[config.mk]
export PLATFORM = sky130hd
export DESIGN_NAME = gerenciador_caminho
export DESIGN_NICKNAME = d
export VERILOG_FILES = /design/src/rtl/caminho_pkg.sv /design/src/rtl/pilha_caminho.sv /design/src/rtl/gerenciador_caminho.sv
export SDC_FILE = /design/constraint.sdc
export NUM_CORES = 1
export LEC_CHECK = 0
export ABC_AREA = 1
export CAP_MARGIN = 0
export CORE_UTILIZATION = 40
export DETAILED_ROUTE_END_ITERATION = 12
export PLACE_DENSITY = 0.59
export SLEW_MARGIN = 10
export SYNTH_ARGS = -nofsm -noshare
export SYNTH_HDL_FRONTEND = slang
export SYNTH_SLANG_ARGS = --single-unit
[constraint.sdc]
create_clock -name clk -period 6.26 [get_ports clk]
set_clock_uncertainty 0.05 [all_clocks]
set_input_delay 1.252 -clock clk [delete_from_list [all_inputs] [get_ports clk]]
set_output_delay 1.252 -clock clk [all_outputs]
set_load 0.005 [all_outputs]
[src/rtl/caminho_pkg.sv]
// Shared types and width helpers for the path-reconstruction engine.
package caminho_pkg;

    typedef enum logic [1:0] {
        OCIOSO,
        BUSCA,
        AVALIA,
        EMITE
    } estado_t;

    function automatic int unsigned largura_len(input int unsigned max_caminho);
        return $clog2(max_caminho + 1);
    endfunction

    function automatic int unsigned largura_idx(input int unsigned profundidade);
        return (profundidade > 1) ? $clog2(profundidade) : 1;
    endfunction

endpackage

[src/rtl/pilha_caminho.sv]
// Path LIFO with a registered valid/ready output stage; pops on each accepted beat,
// flags the beat that empties the stack as the last one.
module pilha_caminho
    import caminho_pkg::*;
#(
    parameter int unsigned DATA_WIDTH   = 6,
    parameter int unsigned PROFUNDIDADE = 64,
    parameter int unsigned LEN_WIDTH    = largura_len(PROFUNDIDADE)
) (
    input  logic                  clk,
    input  logic                  rst_n,
    input  logic                  limpar_in,
    input  logic                  push_in,
    input  logic [DATA_WIDTH-1:0] push_dado_in,
    input  logic                  emitir_in,
    input  logic                  pronto_in,
    output logic [LEN_WIDTH-1:0]  sp_out,
    output logic                  saida_valid_out,
    output logic [DATA_WIDTH-1:0] saida_dado_out,
    output logic                  saida_ultimo_out,
    output logic                  fim_out
);

    localparam int unsigned IDX_W = largura_idx(PROFUNDIDADE);
    localparam logic [LEN_WIDTH-1:0] UM   = LEN_WIDTH'(1);
    localparam logic [LEN_WIDTH-1:0] DOIS = LEN_WIDTH'(2);

    logic [DATA_WIDTH-1:0] mem [PROFUNDIDADE];
    logic [LEN_WIDTH-1:0]  sp_q, sp_d;
    logic                  valid_q, valid_d;
    logic                  ultimo_q, ultimo_d;
    logic [DATA_WIDTH-1:0] dado_q, dado_d;
    logic [IDX_W-1:0]      idx_push, idx_topo, idx_prox;

    assign idx_push = IDX_W'(sp_q);
    assign idx_topo = IDX_W'(sp_q - UM);
    assign idx_prox = IDX_W'(sp_q - DOIS);
    assign fim_out  = emitir_in && valid_q && pronto_in && ultimo_q;

    always_comb begin
        sp_d     = sp_q;
        valid_d  = valid_q;
        ultimo_d = ultimo_q;
        dado_d   = dado_q;
        if (limpar_in) begin
            sp_d     = '0;
            valid_d  = 1'b0;
            ultimo_d = 1'b0;
            dado_d   = '0;
        end else if (push_in) begin
            sp_d = sp_q + UM;
        end else if (emitir_in) begin
            if (!valid_q) begin
                if (sp_q != '0) begin
                    valid_d  = 1'b1;
                    dado_d   = mem[idx_topo];
                    ultimo_d = (sp_q == UM);
                end
            end else if (pronto_in) begin
                // Popping now exposes the entry below the current top.
                sp_d = sp_q - UM;
                if (ultimo_q) begin
                    valid_d  = 1'b0;
                    ultimo_d = 1'b0;
                end else begin
                    dado_d   = mem[idx_prox];
                    ultimo_d = (sp_q == DOIS);
                end
            end
        end
    end

    always_ff @(posedge clk or negedge rst_n) begin
        if (!rst_n) begin
            sp_q     <= '0;
            valid_q  <= 1'b0;
            ultimo_q <= 1'b0;
            dado_q   <= '0;
        end else begin
            sp_q     <= sp_d;
            valid_q  <= valid_d;
            ultimo_q <= ultimo_d;
            dado_q   <= dado_d;
        end
    end

    always_ff @(posedge clk) begin
        if (push_in && !limpar_in) mem[idx_push] <= push_dado_in;
    end

    assign sp_out           = sp_q;
    assign saida_valid_out  = valid_q;
    assign saida_dado_out   = dado_q;
    assign saida_ultimo_out = ultimo_q;

endmodule

[src/rtl/gerenciador_caminho.sv]
// Predecessor store and path walker: records settled-node predecessors, walks
// destination back to source on request and streams the path source-first.
module gerenciador_caminho
    import caminho_pkg::*;
#(
    parameter int unsigned ADDR_WIDTH  = 6,
    parameter int unsigned NUM_NODES   = 2**ADDR_WIDTH,
    parameter int unsigned MAX_CAMINHO = NUM_NODES,
    parameter int unsigned LEN_WIDTH   = largura_len(MAX_CAMINHO)
) (
    input  logic                  clk,
    input  logic                  rst_n,
    input  logic                  limpar_in,
    input  logic                  wr_en_in,
    input  logic [ADDR_WIDTH-1:0] wr_addr_in,
    input  logic [ADDR_WIDTH-1:0] wr_data_in,
    input  logic                  construir_in,
    input  logic [ADDR_WIDTH-1:0] fonte_in,
    input  logic [ADDR_WIDTH-1:0] destino_in,
    output logic                  ocupado_out,
    output logic                  caminho_valid_out,
    input  logic                  caminho_ready_in,
    output logic [ADDR_WIDTH-1:0] caminho_addr_out,
    output logic                  caminho_ultimo_out,
    output logic [LEN_WIDTH-1:0]  caminho_tamanho_out,
    output logic                  concluido_out,
    output logic                  erro_out
);

    localparam logic [LEN_WIDTH-1:0] UM      = LEN_WIDTH'(1);
    localparam logic [LEN_WIDTH-1:0] MAX_LEN = LEN_WIDTH'(MAX_CAMINHO);

    estado_t               estado_q, estado_d;
    logic [ADDR_WIDTH-1:0] cur_q, cur_d;
    logic [ADDR_WIDTH-1:0] fonte_q, fonte_d;
    logic [LEN_WIDTH-1:0]  tam_q, tam_d;
    logic                  concl_q, concl_d;
    logic                  erro_q, erro_d;
    logic [NUM_NODES-1:0]  valido_q, valido_d;

    logic [ADDR_WIDTH-1:0] pred_mem [NUM_NODES];
    logic [ADDR_WIDTH-1:0] pred_rd;
    logic                  ler, push, limpar_pilha, emitir, fim;
    logic [LEN_WIDTH-1:0]  sp, sp_apos;

    assign sp_apos = sp + UM;

    always_comb begin
        estado_d     = estado_q;
        cur_d        = cur_q;
        fonte_d      = fonte_q;
        tam_d        = tam_q;
        concl_d      = 1'b0;
        erro_d       = 1'b0;
        valido_d     = valido_q;
        ler          = 1'b0;
        push         = 1'b0;
        limpar_pilha = 1'b0;
        emitir       = 1'b0;
        case (estado_q)
            OCIOSO: begin
                // Clear first so a coincident write keeps its valid bit.
                if (limpar_in) valido_d = '0;
                if (wr_en_in) valido_d[wr_addr_in] = 1'b1;
                if (construir_in) begin
                    fonte_d      = fonte_in;
                    cur_d        = destino_in;
                    limpar_pilha = 1'b1;
                    estado_d     = BUSCA;
                end
            end
            BUSCA: begin
                push = 1'b1;
                if (cur_q == fonte_q) begin
                    tam_d    = sp_apos;
                    estado_d = EMITE;
                end else if (sp_apos == MAX_LEN || !valido_q[cur_q]) begin
                    erro_d   = 1'b1;
                    concl_d  = 1'b1;
                    estado_d = OCIOSO;
                end else begin
                    ler      = 1'b1;
                    estado_d = AVALIA;
                end
            end
            AVALIA: begin
                cur_d    = pred_rd;
                estado_d = BUSCA;
            end
            EMITE: begin
                emitir = 1'b1;
                if (fim) begin
                    concl_d  = 1'b1;
                    tam_d    = '0;
                    estado_d = OCIOSO;
                end
            end
            default: estado_d = OCIOSO;
        endcase
    end

    always_ff @(posedge clk or negedge rst_n) begin
        if (!rst_n) begin
            estado_q <= OCIOSO;
            cur_q    <= '0;
            fonte_q  <= '0;
            tam_q    <= '0;
            concl_q  <= 1'b0;
            erro_q   <= 1'b0;
            valido_q <= '0;
        end else begin
            estado_q <= estado_d;
            cur_q    <= cur_d;
            fonte_q  <= fonte_d;
            tam_q    <= tam_d;
            concl_q  <= concl_d;
            erro_q   <= erro_d;
            valido_q <= valido_d;
        end
    end

    always_ff @(posedge clk) begin
        if (estado_q == OCIOSO && wr_en_in) pred_mem[wr_addr_in] <= wr_data_in;
        if (ler) pred_rd <= pred_mem[cur_q];
    end

    pilha_caminho #(
        .DATA_WIDTH  (ADDR_WIDTH),
        .PROFUNDIDADE(MAX_CAMINHO),
        .LEN_WIDTH   (LEN_WIDTH)
    ) u_pilha (
        .clk             (clk),
        .rst_n           (rst_n),
        .limpar_in       (limpar_pilha),
        .push_in         (push),
        .push_dado_in    (cur_q),
        .emitir_in       (emitir),
        .pronto_in       (caminho_ready_in),
        .sp_out          (sp),
        .saida_valid_out (caminho_valid_out),
        .saida_dado_out  (caminho_addr_out),
        .saida_ultimo_out(caminho_ultimo_out),
        .fim_out         (fim)
    );

    assign ocupado_out         = (estado_q != OCIOSO);
    assign caminho_tamanho_out = tam_q;
    assign concluido_out       = concl_q;
    assign erro_out            = erro_q;

endmodule

==> results.tsv <==
metric	value	unit
total leakage power	0.01576	uW
post-DP HPWL	73.17	mm
Worst VDD drop	656.2	uV
Crit-path slowest cell	ha_4	
GP Congestion	0.8988	
WS Path Type	reg2reg	
Tightest Hold Check Type	reg2reg	
cells after synthesis	4002	
multi-input logic area	0.01258	mm2
Pwr per Cell Area	526.0	mW/mm2
sequential share of power	32.9	%
via count	30670	
startpoint types	register	
switching share of power	44.62	%
register area share after synthesis	64.38	%
post-route cell area	0.04417	mm2
RSZ-0062 raised after global routing	false	
sw power	10370	uW
Hold Slack	0.4266	ns
Yosys cell types	38	
port bufs	47	
setup repair bufs after CTS	0	
DRC viols	0	
CTS Buf Count	95	
Clk pwr share	23.9	%
worst skew pair latency	0.69	ns
first-pass GRT wire length	181.6	mm
Iter 0 DRT Violations	4271	
IO Count	48	
worst-path fanout max	128	
Relative slew margins	17.84	%
FMAX	0.2212	GHz
CTS max path bufs	3	
final setup vio count	0	
Overflow after GRT	0	
Slew Viols, Final	0	
GRT Total Usage	23.39	%
via-per-instance ratio	5.821	
Worst setup EP type	register	
ys flop type	edfxtp_1	
flip-flop and latch area	0.02582	mm2
DR pass1 iterations	8	
R2R Path End	u_pilha.saida_dado_out[1]	
register bit total from synthesis	876	
final WL	120.8	mm
TritonCTS clock tree	built	
clock tree root driver cell	clkbuf_16	
fillcell total	9194	
hold buffer count at CTS	0	
FF-to-FF path depth	13	
initial antenna violation count	3	
Routed Antenna Nets	0	
per-cell routed wire length	22.92	um
core area	0.09885	mm2
crit path cell chain	inv_8 -> ha_4 -> clkinv_2 -> buf_12 -> nand3_1 -> nand3_1 -> nand3_1 -> nand3_1 -> nand3_1 -> nand2_1 -> nand2_1 -> nand3_1 -> nand2_1	
Commonest cells post-synth	nand2_1, nand3_1, edfxtp_1, nor2_1, o21ai_0	
reg2reg start	u_pilha.sp_out[0]	
Mapped Area	0.04007	mm2
die width	318.5	um
Worst Hold Launch	pred_rd[0]	
# rows	115	
DP Area	0.04113	mm2
top cell type's share of synthesized area	58.01	%
CTS Sinks	876	
Resize count post-CTS	0	
outcome	finished clean	
largest net degree at the start of global routing	261	
Hold Violations, Final	0	
share of layout cells above drive strength 1	5.726	%
Area contributors post-synth	edfxtp_1, nand3_1, nand2_1	
vias in the first global route	28324	
Crit path top cell by count	nand3_1	
Async S/R FF share, synth	11.64	%
Least-Margin Pin Slew	1.232	ns
Avg Synthesized Cell Area	10.01	um2
min Tclk post-route	4.521	ns
Total Neg Setup Slack	0	ns
top-count cell post-synth	nand2_1	
Initial Util	40.53	%
R2R Setup Slk	1.74	ns
Clock Pin Slew Worst Setup and Hold Paths	0.06	ns
number of flops mapped to enable cells by yosys	774	
# nets final	3944	
Int Pwr	12870	uW
die area	0.1014	mm2
diodes inserted	0	
crit share post-route	72.22	%
Hold EP	cur_q[0]	
die height	318.5	um
WP data arrival	5.10	ns
Area Overhead vs Synth	10.25	%
crit-path max cell delay	0.86	ns
synthesis warning total	0	
Comb power frac	43.2	%
Yosys top cell by area	edfxtp_1	
CTS H-tree lvls	3	
MaxCap Viol Count	0	
Hold Path Stages	2	
CP required	6.84	ns
Syn Nets	4042	
cells by family after synthesis:
family	count (synthesis)	synth area share, %
simple gates	2209	23.48
xor+xnor	11	0.4091
flops	876	64.38
compound gates	531	7.132
mux	1	0.02810
fa+ha+maj	10	0.3123
buf+inv	364	4.256
worst max-delay path: cells and delay by family (launching register included):
kind | cells | cell delay (ns)
adders and majority gates | 1 | 0.86
buffers and inverters | 3 | 1.56
DFF | 1 | 0.85
and+or+nand+nor | 9 | 1.05
metal layers:
layer  global-route usage (%)  up-vias  part of all wire, %
met5                        0        -                    0
met1                    34.13    15018                   44
met2                    35.64     1536                   45
met3                    3.657      216                  8.6
li1                         -    13900                    -
met4                    7.504        0                  2.8
how the worst max path moves through the flow:
| stage | to | from | cells after the start | slack, ns |
|---|---|---|---|---|
| 2_1_floorplan | pred_rd[0] | cur_q[0] | 11 | 3.36 |
| 3_3_place_gp | u_pilha.saida_dado_out[3] | u_pilha.sp_out[0] | 13 | 1.87 |
| 3_5_place_dp | u_pilha.saida_dado_out[1] | u_pilha.sp_out[0] | 13 | 1.85 |
| 4_1_cts | u_pilha.saida_dado_out[4] | u_pilha.sp_out[0] | 13 | 1.83 |
| 5_1_grt | u_pilha.saida_dado_out[3] | u_pilha.sp_out[0] | 13 | 1.51 |
| 6_report | u_pilha.saida_dado_out[1] | u_pilha.sp_out[0] | 13 | 1.74 |
sequential cells by signal (all words and copies together), names as in the netlist:
| register | flops |
|---|---|
| caminho_tamanho_out | 7 |
| concluido_out | 1 |
| u_pilha.saida_valid_out | 1 |
| pred_rd | 6 |
| fonte_q | 6 |
| u_pilha.saida_dado_out | 6 |
| pred_mem | 384 |
| u_pilha.sp_out | 7 |
| erro_out | 1 |
| u_pilha.saida_ultimo_out | 1 |
| cur_q | 6 |
| valido_q | 64 |
| estado_q | 2 |
| u_pilha.mem | 384 |
cell type report:
cell class              count  share of cell area, %
repair buffers             94                  1.847
flip-flops and latches    876                  58.46
clock buffers             129                  5.764
clock inverters            46                  1.122
well taps                1287                  3.645
multi-input cells        2762                  28.49
inverters                  75                 0.6770
cell usage in the layout, fill, tap and decap left out, types with 2 or more instances in the layout:
cell type        instances
a21oi_1                 44
buf_12                   2
buf_2                    6
buf_4                   46
bufinv_16                7
clkbuf_1                31
clkbuf_16               96
clkbuf_8                 2
clkdlybuf4s50_1         40
clkinv_1                23
clkinv_16                2
clkinv_2                11
clkinvlp_4               3
dfrtp_1                 94
dfrtp_4                  7
edfxtp_1               774
ha_1                     8
inv_1                   57
inv_16                   3
inv_2                    9
inv_6                    3
nand2_1                993
nand2_2                  6
nand3_1                826
nand4_1                  5
nor2_1                 367
nor2_2                   3
nor2_4                   2
o211ai_1                10
o21ai_0                320
o21ai_1                 26
o221ai_1                 2
o22ai_1                126
or2_2                    4
xor2_1                   4
xor2_2                   4
xor2_4                   2
stage by stage:
stage	total power, uW	setup WS, ns	utilization, %	instances
global route	24340	1.510	44.69	5269
floorplan	14200	3.361	-	4002
global placement	17620	1.867	41.61	5094
CTS	23120	1.831	44.69	5269
finish	23230	1.739	44.69	5269
detailed placement	17610	1.854	41.61	5094
power groups by stage:
stage	sequential, uW	combinational [uW]	clock [uW]
after floorplan	7390	6820	0
after global placement	7740	9880	0
after detailed placement	7740	9870	0
after CTS	7620	9890	5620
after global routing	7670	10900	5820
final	7640	10000	5550
No activity file was read; power rests on OpenSTA's default activity.
